$ cat src/rtl/enc_pkg.sv
// Shared types and defaults for the rotary encoder front end.
// Holds the quadrature FSM state type and the AB pattern expected in each state.
package enc_pkg;

   localparam int unsigned DEBOUNCE_CYCLES_DEF = 50000;
   localparam int unsigned POS_WIDTH_DEF       = 8;

   typedef enum logic [2:0] {
      IDLE,
      CW1,
      CW2,
      CW3,
      CCW1,
      CCW2,
      CCW3,
      WAIT
   } quad_state_t;

   // AB value that keeps the FSM parked in a given state; WAIT has no home pattern.
   function automatic logic [1:0] state_ab(input quad_state_t s);
      case (s)
         IDLE:    state_ab = 2'b11;
         CW1:     state_ab = 2'b01;
         CW2:     state_ab = 2'b00;
         CW3:     state_ab = 2'b10;
         CCW1:    state_ab = 2'b10;
         CCW2:    state_ab = 2'b00;
         CCW3:    state_ab = 2'b01;
         default: state_ab = 2'b11;
      endcase
   endfunction

endpackage

$ cat src/rtl/enc_debounce.sv
// Two-flop synchroniser followed by a stability-count debouncer.
// All stages reset to 1, the idle level of the encoder and button lines.
module enc_debounce #(
   parameter int unsigned DEBOUNCE_CYCLES = enc_pkg::DEBOUNCE_CYCLES_DEF
) (
   input  logic clk,
   input  logic rst,
   input  logic raw,
   output logic stable
);

   localparam logic [19:0] LAST = 20'(DEBOUNCE_CYCLES - 1);

   logic        sync1;
   logic        sync2;
   logic [19:0] count;

   always_ff @(posedge clk) begin
      if (rst) begin
         sync1  <= 1'b1;
         sync2  <= 1'b1;
         stable <= 1'b1;
         count  <= '0;
      end else begin
         sync1 <= raw;
         sync2 <= sync1;
         // Any cycle where the input agrees with the output restarts the count.
         if (sync2 == stable) begin
            count <= '0;
         end else if (count == LAST) begin
            stable <= sync2;
            count  <= '0;
         end else begin
            count <= count + 20'd1;
         end
      end
   end

endmodule

$ cat src/rtl/encoder_frontend.sv
// Rotary encoder front end: debounced quadrature decoder, position counter, button events.
// Define ENC_POS_SAT_EN to make position saturate at its signed limits instead of wrapping.
module encoder_frontend
   import enc_pkg::*;
#(
   parameter int unsigned DEBOUNCE_CYCLES = DEBOUNCE_CYCLES_DEF,
   parameter int unsigned POS_WIDTH       = POS_WIDTH_DEF
) (
   input  logic                 clk50m,
   input  logic                 rst,
   input  logic                 x_clk,
   input  logic                 x_dt,
   input  logic                 x_sw,
   output logic                 step_cw,
   output logic                 step_ccw,
   output logic [POS_WIDTH-1:0] position,
   output logic                 btn_level,
   output logic                 btn_press,
   output logic                 btn_release
);

   logic                 a_db;
   logic                 b_db;
   logic                 sw_db;
   logic                 lvl_q;
   logic [1:0]           ab;
   logic [POS_WIDTH-1:0] pos_inc;
   logic [POS_WIDTH-1:0] pos_dec;
   quad_state_t          state;

   enc_debounce #(.DEBOUNCE_CYCLES(DEBOUNCE_CYCLES)) u_db_clk (
      .clk(clk50m), .rst(rst), .raw(x_clk), .stable(a_db)
   );
   enc_debounce #(.DEBOUNCE_CYCLES(DEBOUNCE_CYCLES)) u_db_dt (
      .clk(clk50m), .rst(rst), .raw(x_dt), .stable(b_db)
   );
   enc_debounce #(.DEBOUNCE_CYCLES(DEBOUNCE_CYCLES)) u_db_sw (
      .clk(clk50m), .rst(rst), .raw(x_sw), .stable(sw_db)
   );

   assign ab        = {a_db, b_db};
   assign btn_level = ~sw_db;

   always_comb begin
`ifdef ENC_POS_SAT_EN
      pos_inc = (position == {1'b0, {(POS_WIDTH-1){1'b1}}}) ? position : position + 1'b1;
      pos_dec = (position == {1'b1, {(POS_WIDTH-1){1'b0}}}) ? position : position - 1'b1;
`else
      pos_inc = position + 1'b1;
      pos_dec = position - 1'b1;
`endif
   end

   always_ff @(posedge clk50m) begin
      if (rst) begin
         state    <= IDLE;
         step_cw  <= 1'b0;
         step_ccw <= 1'b0;
         position <= '0;
      end else begin
         step_cw  <= 1'b0;
         step_ccw <= 1'b0;
         if (state == WAIT) begin
            if (ab == 2'b11) state <= IDLE;
         end else if (ab != state_ab(state)) begin
            if (ab == 2'b11) begin
               // Position moves on the same edge that raises the step pulse.
               state <= IDLE;
               if (state == CW3) begin
                  step_cw  <= 1'b1;
                  position <= pos_inc;
               end else if (state == CCW3) begin
                  step_ccw <= 1'b1;
                  position <= pos_dec;
               end
            end else if ((ab ^ state_ab(state)) == 2'b11) begin
               state <= WAIT;
            end else begin
               // Only single-bit moves reach here: forward step or backtrack.
               case (state)
                  IDLE:    state <= (ab == 2'b01) ? CW1 : CCW1;
                  CW1:     state <= CW2;
                  CW2:     state <= (ab == 2'b10) ? CW3 : CW1;
                  CW3:     state <= CW2;
                  CCW1:    state <= CCW2;
                  CCW2:    state <= (ab == 2'b01) ? CCW3 : CCW1;
                  CCW3:    state <= CCW2;
                  default: state <= IDLE;
               endcase
            end
         end
      end
   end

   always_ff @(posedge clk50m) begin
      if (rst) begin
         lvl_q       <= 1'b0;
         btn_press   <= 1'b0;
         btn_release <= 1'b0;
      end else begin
         lvl_q       <= btn_level;
         btn_press   <= btn_level & ~lvl_q;
         btn_release <= ~btn_level & lvl_q;
      end
   end

endmodule

$ cat config.mk
export PLATFORM = sky130hd
export DESIGN_NAME = encoder_frontend
export DESIGN_NICKNAME = d
export VERILOG_FILES = /design/src/rtl/enc_pkg.sv /design/src/rtl/enc_debounce.sv /design/src/rtl/encoder_frontend.sv
export SDC_FILE = /design/constraint.sdc
export NUM_CORES = 1
export LEC_CHECK = 0
export ABC_AREA = 1
export BUFFER_PORTS_ARGS = -buffer_cell sky130_fd_sc_hd__buf_2
export CORE_ASPECT_RATIO = 1.1
export CORE_MARGIN = 10
export CORE_UTILIZATION = 40
export DETAILED_ROUTE_END_ITERATION = 16
export SETUP_SLACK_MARGIN = 0.02
export SLEW_MARGIN = 10
export SYNTH_ARGS = -nofsm -noshare
export SYNTH_HDL_FRONTEND = slang
export SYNTH_SLANG_ARGS = --single-unit
$ cat constraint.sdc
create_clock -name clk50m -period 2.2 [get_ports clk50m]
set_clock_uncertainty 0.15 [all_clocks]
set_input_delay 0.11 -clock clk50m [delete_from_list [all_inputs] [get_ports clk50m]]
set_output_delay 0.11 -clock clk50m [all_outputs]
set_load 0.1 [all_outputs]
# Word-level counts from Yosys, hierarchy flattened
# Index checks and enable logic that the tools add are counted.
# word_totals
output_inout_bits,13
in_bits,5
wordCells,92
reg_bits,85
# op_classes
reduce_logical,18
muxes,20
n_bitwise,11
eq_ne,19
add_sub_neg,5
# op_table
op,n
$add A20 B1 Y20 const B,3
$eq A20 B16 Y1 const B,3
$mux W3,6
$mux W2,8
$mux W8,2
$pmux W3 S5,1
$eq A3 B3 Y1 const B,4
$reduce_or A2 Y1,5
$reduce_or A3 Y1,3
$add A8 B1 Y8 const B,1
$not A1 Y1,8
$reduce_and A2 Y1,4
$sub A8 B1 Y8 const B,1
$eq A2 B2 Y1 const B,3
$eq A3 B2 Y1 const B,2
$pmux W2 S3,1
$reduce_or A5 Y1,1
$reduce_and A4 Y1,1
$reduce_bool A2 Y1,2
$reduce_or A4 Y1,1
$eq A1 B1 Y1,3
$eq A3 B1 Y1 const B,1
$logic_not A3 Y1,1
$and A1 B1 Y1,2
other kinds (5),6

# Depth between registers and ports, before layout
# depth
word_depth,15
mapped_depth,12
mapped_depth_nobuf,11

# By module
# A second synthesis with hierarchy kept.
# unflattened
cells_unflattened,664
area_unflattened_um2,4486.8
# by_module_without_submodules
mod,seq_area_each_um2,instances,cells_each,area_per_inst_um2
enc_debounce,460.4,3,163,1129.8
encoder_frontend,320.3,1,175,1097.3

# Least setup slack after synthesis
# Ideal clock, no wire load.
# synth_timing
path_type,flip-flop to flip-flop
from,reg position[2]
to,reg position[5]
path_stages_with_launch,8
n_path_buf,0
required_time_ns,1.936
t_arrival_ns,1.940
setup_slack_ns,-0.003
setup_time_ns,0.114
period_less_slack_ns,2.203
path_cell_list,dfxtp_1 -> ha_1 -> a21oi_1 -> nand2_1 -> nand3_1 -> nand3b_1 -> a21oi_1 -> nor2_1
# synth_via
elab_chain_cells,3
elab_cells_between_ends,4
classes_between,add/sub: 2; mux: 2
# synth_rtl
item,line_no,text
start: declaration,encoder_frontend.sv:16,"output logic [POS_WIDTH-1:0] position,"
start signal: assignment,encoder_frontend.sv:71,position <= pos_inc;
start signal: assignment,encoder_frontend.sv:74,position <= pos_dec;
$sub A8 B1 Y8,encoder_frontend.sv:50,pos_dec = position - 1'b1;
$mux W8,encoder_frontend.sv:72,end else if (state == CCW3) begin
$mux W8 (*),encoder_frontend.sv:69,if (state == CW3) begin
# Every way passes the cells marked *; elsewhere a longest branch is shown, timed or not. The select of a mux whose other input is x is not followed.
# A chain may end at the register's enable or synchronous reset.

# Worst setup path in the final report
# layout_timing
from,reg state[2]
to,reg position[6]
# layout_via
elab_chain_cells,7
elab_cells_between_ends,18
classes_between,eq/ne: 8; mux: 4; bitwise: 1; reduce/logical: 5
# layout_rtl
item,line_no,text
start: declaration,encoder_frontend.sv:29,quad_state_t state;
start signal: assignment,encoder_frontend.sv:81,IDLE: state <= (ab == 2'b01) ? CW1 : CCW1;
start signal: assignment,encoder_frontend.sv:83,CW2: state <= (ab == 2'b10) ? CW3 : CW1;
start signal: assignment,encoder_frontend.sv:86,CCW2: state <= (ab == 2'b01) ? CCW3 : CCW1;
$eq A3 B3 Y1 (tied with other cells),"enc_pkg.sv:21, encoder_frontend.sv:72",
$reduce_or A2 Y1 (no line),-,
$pmux W2 S3,enc_pkg.sv:21,case (s)
$mux W2,encoder_frontend.sv:63,if (state == WAIT) begin
$mux W2,encoder_frontend.sv:55,if (rst) begin
$ne A2 B2 Y1,encoder_frontend.sv:65,end else if (ab != state_ab(state)) begin
$reduce_and A4 Y1 (no line),-,
# Parallel ways exist; a longest one is shown, timed or not. The select of a mux whose other input is x is not followed.

==> impl_metrics.py <==
metrics = {
    "die": {
        "fp-row-count": 40,
        "die_y_um": 130,
        "io-pin-count": 18,
        "dieArea_sq_mm": 0.0156,
        "initial_utilization_pct": 40.5,
        "die_x_um": 120,
        "coreArea_sq_mm": 0.0109,
    },
    "finish": {
        "areaGrowthSynthToFinish_pct": 14.4,
        "instances_no_fill": 821,
        "fin_area_sq_mm": 0.00503,
        "final_nets": 684,
        "antennaDiodeCount": 0,
        "layout-drive-gt1-share_pct": 10.8,
    },
    "worst_setup_path": {
        "r2r_setup_slack_ps": 200,
        "cp_max_fo": 8,
        "path_common_cell": "a21oi_1",
        "r2r_start": "state[2]",
        "crit_chain": "inv_2 > nand3_2 > ha_1 > a21oi_1 > or2_2 > nand3_1 > nand2_1 > a21oi_1 > nor2_1",
        "arrival_ps": 2080,
        "rr_worst_depth": 9,
        "slowest_stage": "ha_1",
        "critical-path-top-delay-family": "simple AND/OR/NAND/NOR gates",
        "path_class": "reg2reg",
        "cp_slowest_stage_delay_ps": 460,
        "cp.depth": 9,
        "crit_path_end": "position[6]",
        "critical_path_buf_inv_count": 1,
        "crit_path_end_kind": "register",
        "cp.required_ps": 2280,
        "cp-startpoint": "state[2]",
        "r2r-end": "position[6]",
        "crit_path_start_kind": "register",
    },
    "clock_network": {
        "clkTransAtPathRegs_ps": 60,
        "cts_buffers": 9,
        "cts_setup_buffers": 0,
        "clock_sinks": 85,
        "clockBufferDepth": 2,
        "cts_tree": "yes",
        "htreeDepth": 3,
        "clk_latency_ps": 340,
        "cts_root_buffer": "clkbuf_16",
    },
    "route": {
        "drtIter0Drc": 225,
        "routed_wl_um": 9060,
        "vias": 3916,
        "viasPerCell": 4.77,
        "drc": 0,
        "postRouteAntennaNets": 0,
        "wl_per_cell_um": 11.0,
        "drt-pass1-iter-count": 5,
    },
    "pwr": {
        "switching_share_pct": 23.1,
        "pwr-share-comb_pct": 7.7,
        "p_seq_share_pct": 45.1,
        "powerDensity_mw_per_mm2": 692,
        "leakagePower_uw": 0.00192,
        "power.switching_uw": 804,
        "ir_drop_v": 0.000432,
        "clockPowerShare_pct": 47.1,
        "p_int_uw": 2680,
    },
    "run": {
        "maxCapViolations": 0,
    },
    "synthesis": {
        "ys_types": 36,
        "synth_area_per_cell_sq_um": 6.88,
        "yosys-top-cells-area": "dfxtp_1, nand2_1, nor2_1",
        "syn_nets": 654,
        "async_reset_ff_share_pct": 0,
        "synth_edf_count": 0,
        "synth_top_cell_area_share_pct": 38.7,
        "syn_area_sq_mm": 0.00440,
        "ys_ff_latch": 85,
        "ys_warn_count": 0,
        "synth_top_cell_by_area": "dfxtp_1",
        "postSynthCellCount": 639,
        "synth_top_flop_cell": "dfxtp_1",
        "ys_seq_area_share_pct": 38.7,
    },
    "global_route": {
        "overflow": 0,
        "grt_max_degree": 21,
        "grt_use_total_pct": 12.2,
        "grt_pass1_wl_um": 16000,
        "grt_pass1_vias": 3695,
        "antenna_found_initial": 0,
    },
    "sta": {
        "fmax_mhz": 501,
        "finalCriticalPeriod_ps": 2000,
        "hold_ws_ps": 24.1,
        "relSlewSlack_pct": 67.6,
        "hold_viol": 0,
        "setup_viol": 0,
        "drv_slew": 0,
        "period_share_pct": 90.8,
        "fin_tns_setup_ps": 0,
        "worst_pin_slew_ps": 482,
        "rsz0062_at_grt": "false",
        "fin_ws_ps": 203,
    },
    "place": {
        "placed_cells_incl_taps": 802,
        "gp_congestion": 0.877,
        "post-place-ws_ps": 87.6,
        "hpwl_um": 6710,
        "placed_cell_area_sq_mm": 0.00467,
        "port_buffers": 17,
    },
    "outcome": {
        "status": "complete, no violations",
    },
    "worst_hold_path": {
        "hold_path.class": "in2reg",
    },
}
-- worst reg2reg max path, stage by stage (launching register included) --
cell and delay [ps]:
dfxtp_1 320, inv_2 90, nand3_2 190, ha_1 460, a21oi_1 110, or2_2 290
nand3_1 70, nand2_1 50, a21oi_1 110, nor2_1 50
-- placed cells by master (no fill, tap or decap), types with 2 or more instances in the layout --
cell type        n
a21oi_1         41
buf_2           17
buf_4            9
bufinv_16        2
clkbuf_16        9
clkinvlp_4       2
dfxtp_1         82
dfxtp_2          3
dlygate4sd3_1    3
ha_1             9
inv_1           82
inv_2            5
nand2_1        153
nand2_2          4
nand2_4          2
nand3_1         44
nand3_2          3
nand3b_1         2
nand4_1         22
nor2_1          87
nor2_4           2
nor3_1          26
nor3b_1          4
o21ai_0         14
or2_0            2
or2_2            8
xnor2_1          7
xor2_1          16
-- stage by stage --
step	total power, uW	util [%]
after detailed placement	1860	43.0
after global placement	1860	43.0
after global routing	3630	46.3
after CTS	3530	46.3
after floorplan	1800	-
final	3480	46.3
-- how the worst min path moves through the flow --
stage                     startpoint              to  slack (ps)  cells past startpoint
after floorplan                x_clk  u_db_clk.sync1          60                      1
after global placement         x_clk  u_db_clk.sync1         140                      2
after detailed placement        x_dt   u_db_dt.sync1         150                      2
after CTS                        rst     position[3]          10                      3
after global routing             rst     position[4]          50                      3
final                            rst     position[3]          20                      3
-- layout make-up --
type	count	area, sq um
Inverter	88	330
Sequential cell	85	1710
Tap cell	147	184
Timing Repair Buffer	29	183
Fill cell	1116	5830
Multi-Input combinational cell	456	2300
Clock buffer	11	243
Clock inverter	5	83.8
-- Yosys cell counts (2+ instances only) --
library cell,count
nor2_1,87
xor2_1,16
buf_4,3
xnor2_1,7
nor3b_1,4
a21oi_1,41
nand3_1,45
nand4_1,22
nand2_1,153
o21ai_0,14
inv_1,82
nand2_2,4
dfxtp_1,85
nand3b_1,2
buf_6,2
or2_0,2
ha_1,9
inv_2,5
or2_2,8
buf_2,4
nor3_1,26
nand3_2,2
nand2_4,2
nor2_4,2
-- timing repair --
item                                   4_1_cts  5_1_grt
gates resized for setup                      0        1
hold buffers                                 3        0
endpoints found under the hold margin        3        0
setup endpoints to repair                    0        5
-- registers in the layout, indices dropped and copies added (netlist names) --
name and flops:
btn_press 1, u_db_sw.stable 1, u_db_sw.count 20, u_db_clk.sync2 1, u_db_clk.stable 1, u_db_dt.sync2 1, u_db_sw.sync1 1, u_db_sw.sync2 1
u_db_clk.sync1 1, state 3, u_db_dt.stable 1, step_cw 1, u_db_dt.count 20, u_db_clk.count 20, step_ccw 1, btn_release 1
position 8, u_db_dt.sync1 1, lvl_q 1
-- cells by family after synthesis --
group | count (synthesis) | share of synthesized area [%]
xor+xnor | 23 | 4.58
compound gates | 58 | 6.80
buf+inv | 98 | 9.08
fa+ha+maj | 10 | 3.02
flops | 85 | 38.7
simple gates | 365 | 37.8
-- power groups by stage --
stage          logic (uW)  clock network, uW  registers (uW)
3_5_place_dp          259                  0            1600
3_3_place_gp          253                  0            1600
5_1_grt               300               1750            1570
6_report              270               1640            1570
2_1_floorplan         188                  0            1620
4_1_cts               267               1690            1570
-- layer usage --
metal / vias up / GRT usage [%] / part of all wire, % / routed length (um)
met1: 1756 / 14.5 / 48 / 4370
met4: 0 / 4.69 / 1.5 / 136
li1: 2097 / - / - / -
met3: 14 / 3.03 / 4.3 / 390
met2: 49 / 20.7 / 46 / 4170
met5: - / 0 / 0 / 0
(Power assumes the default switching activity.)
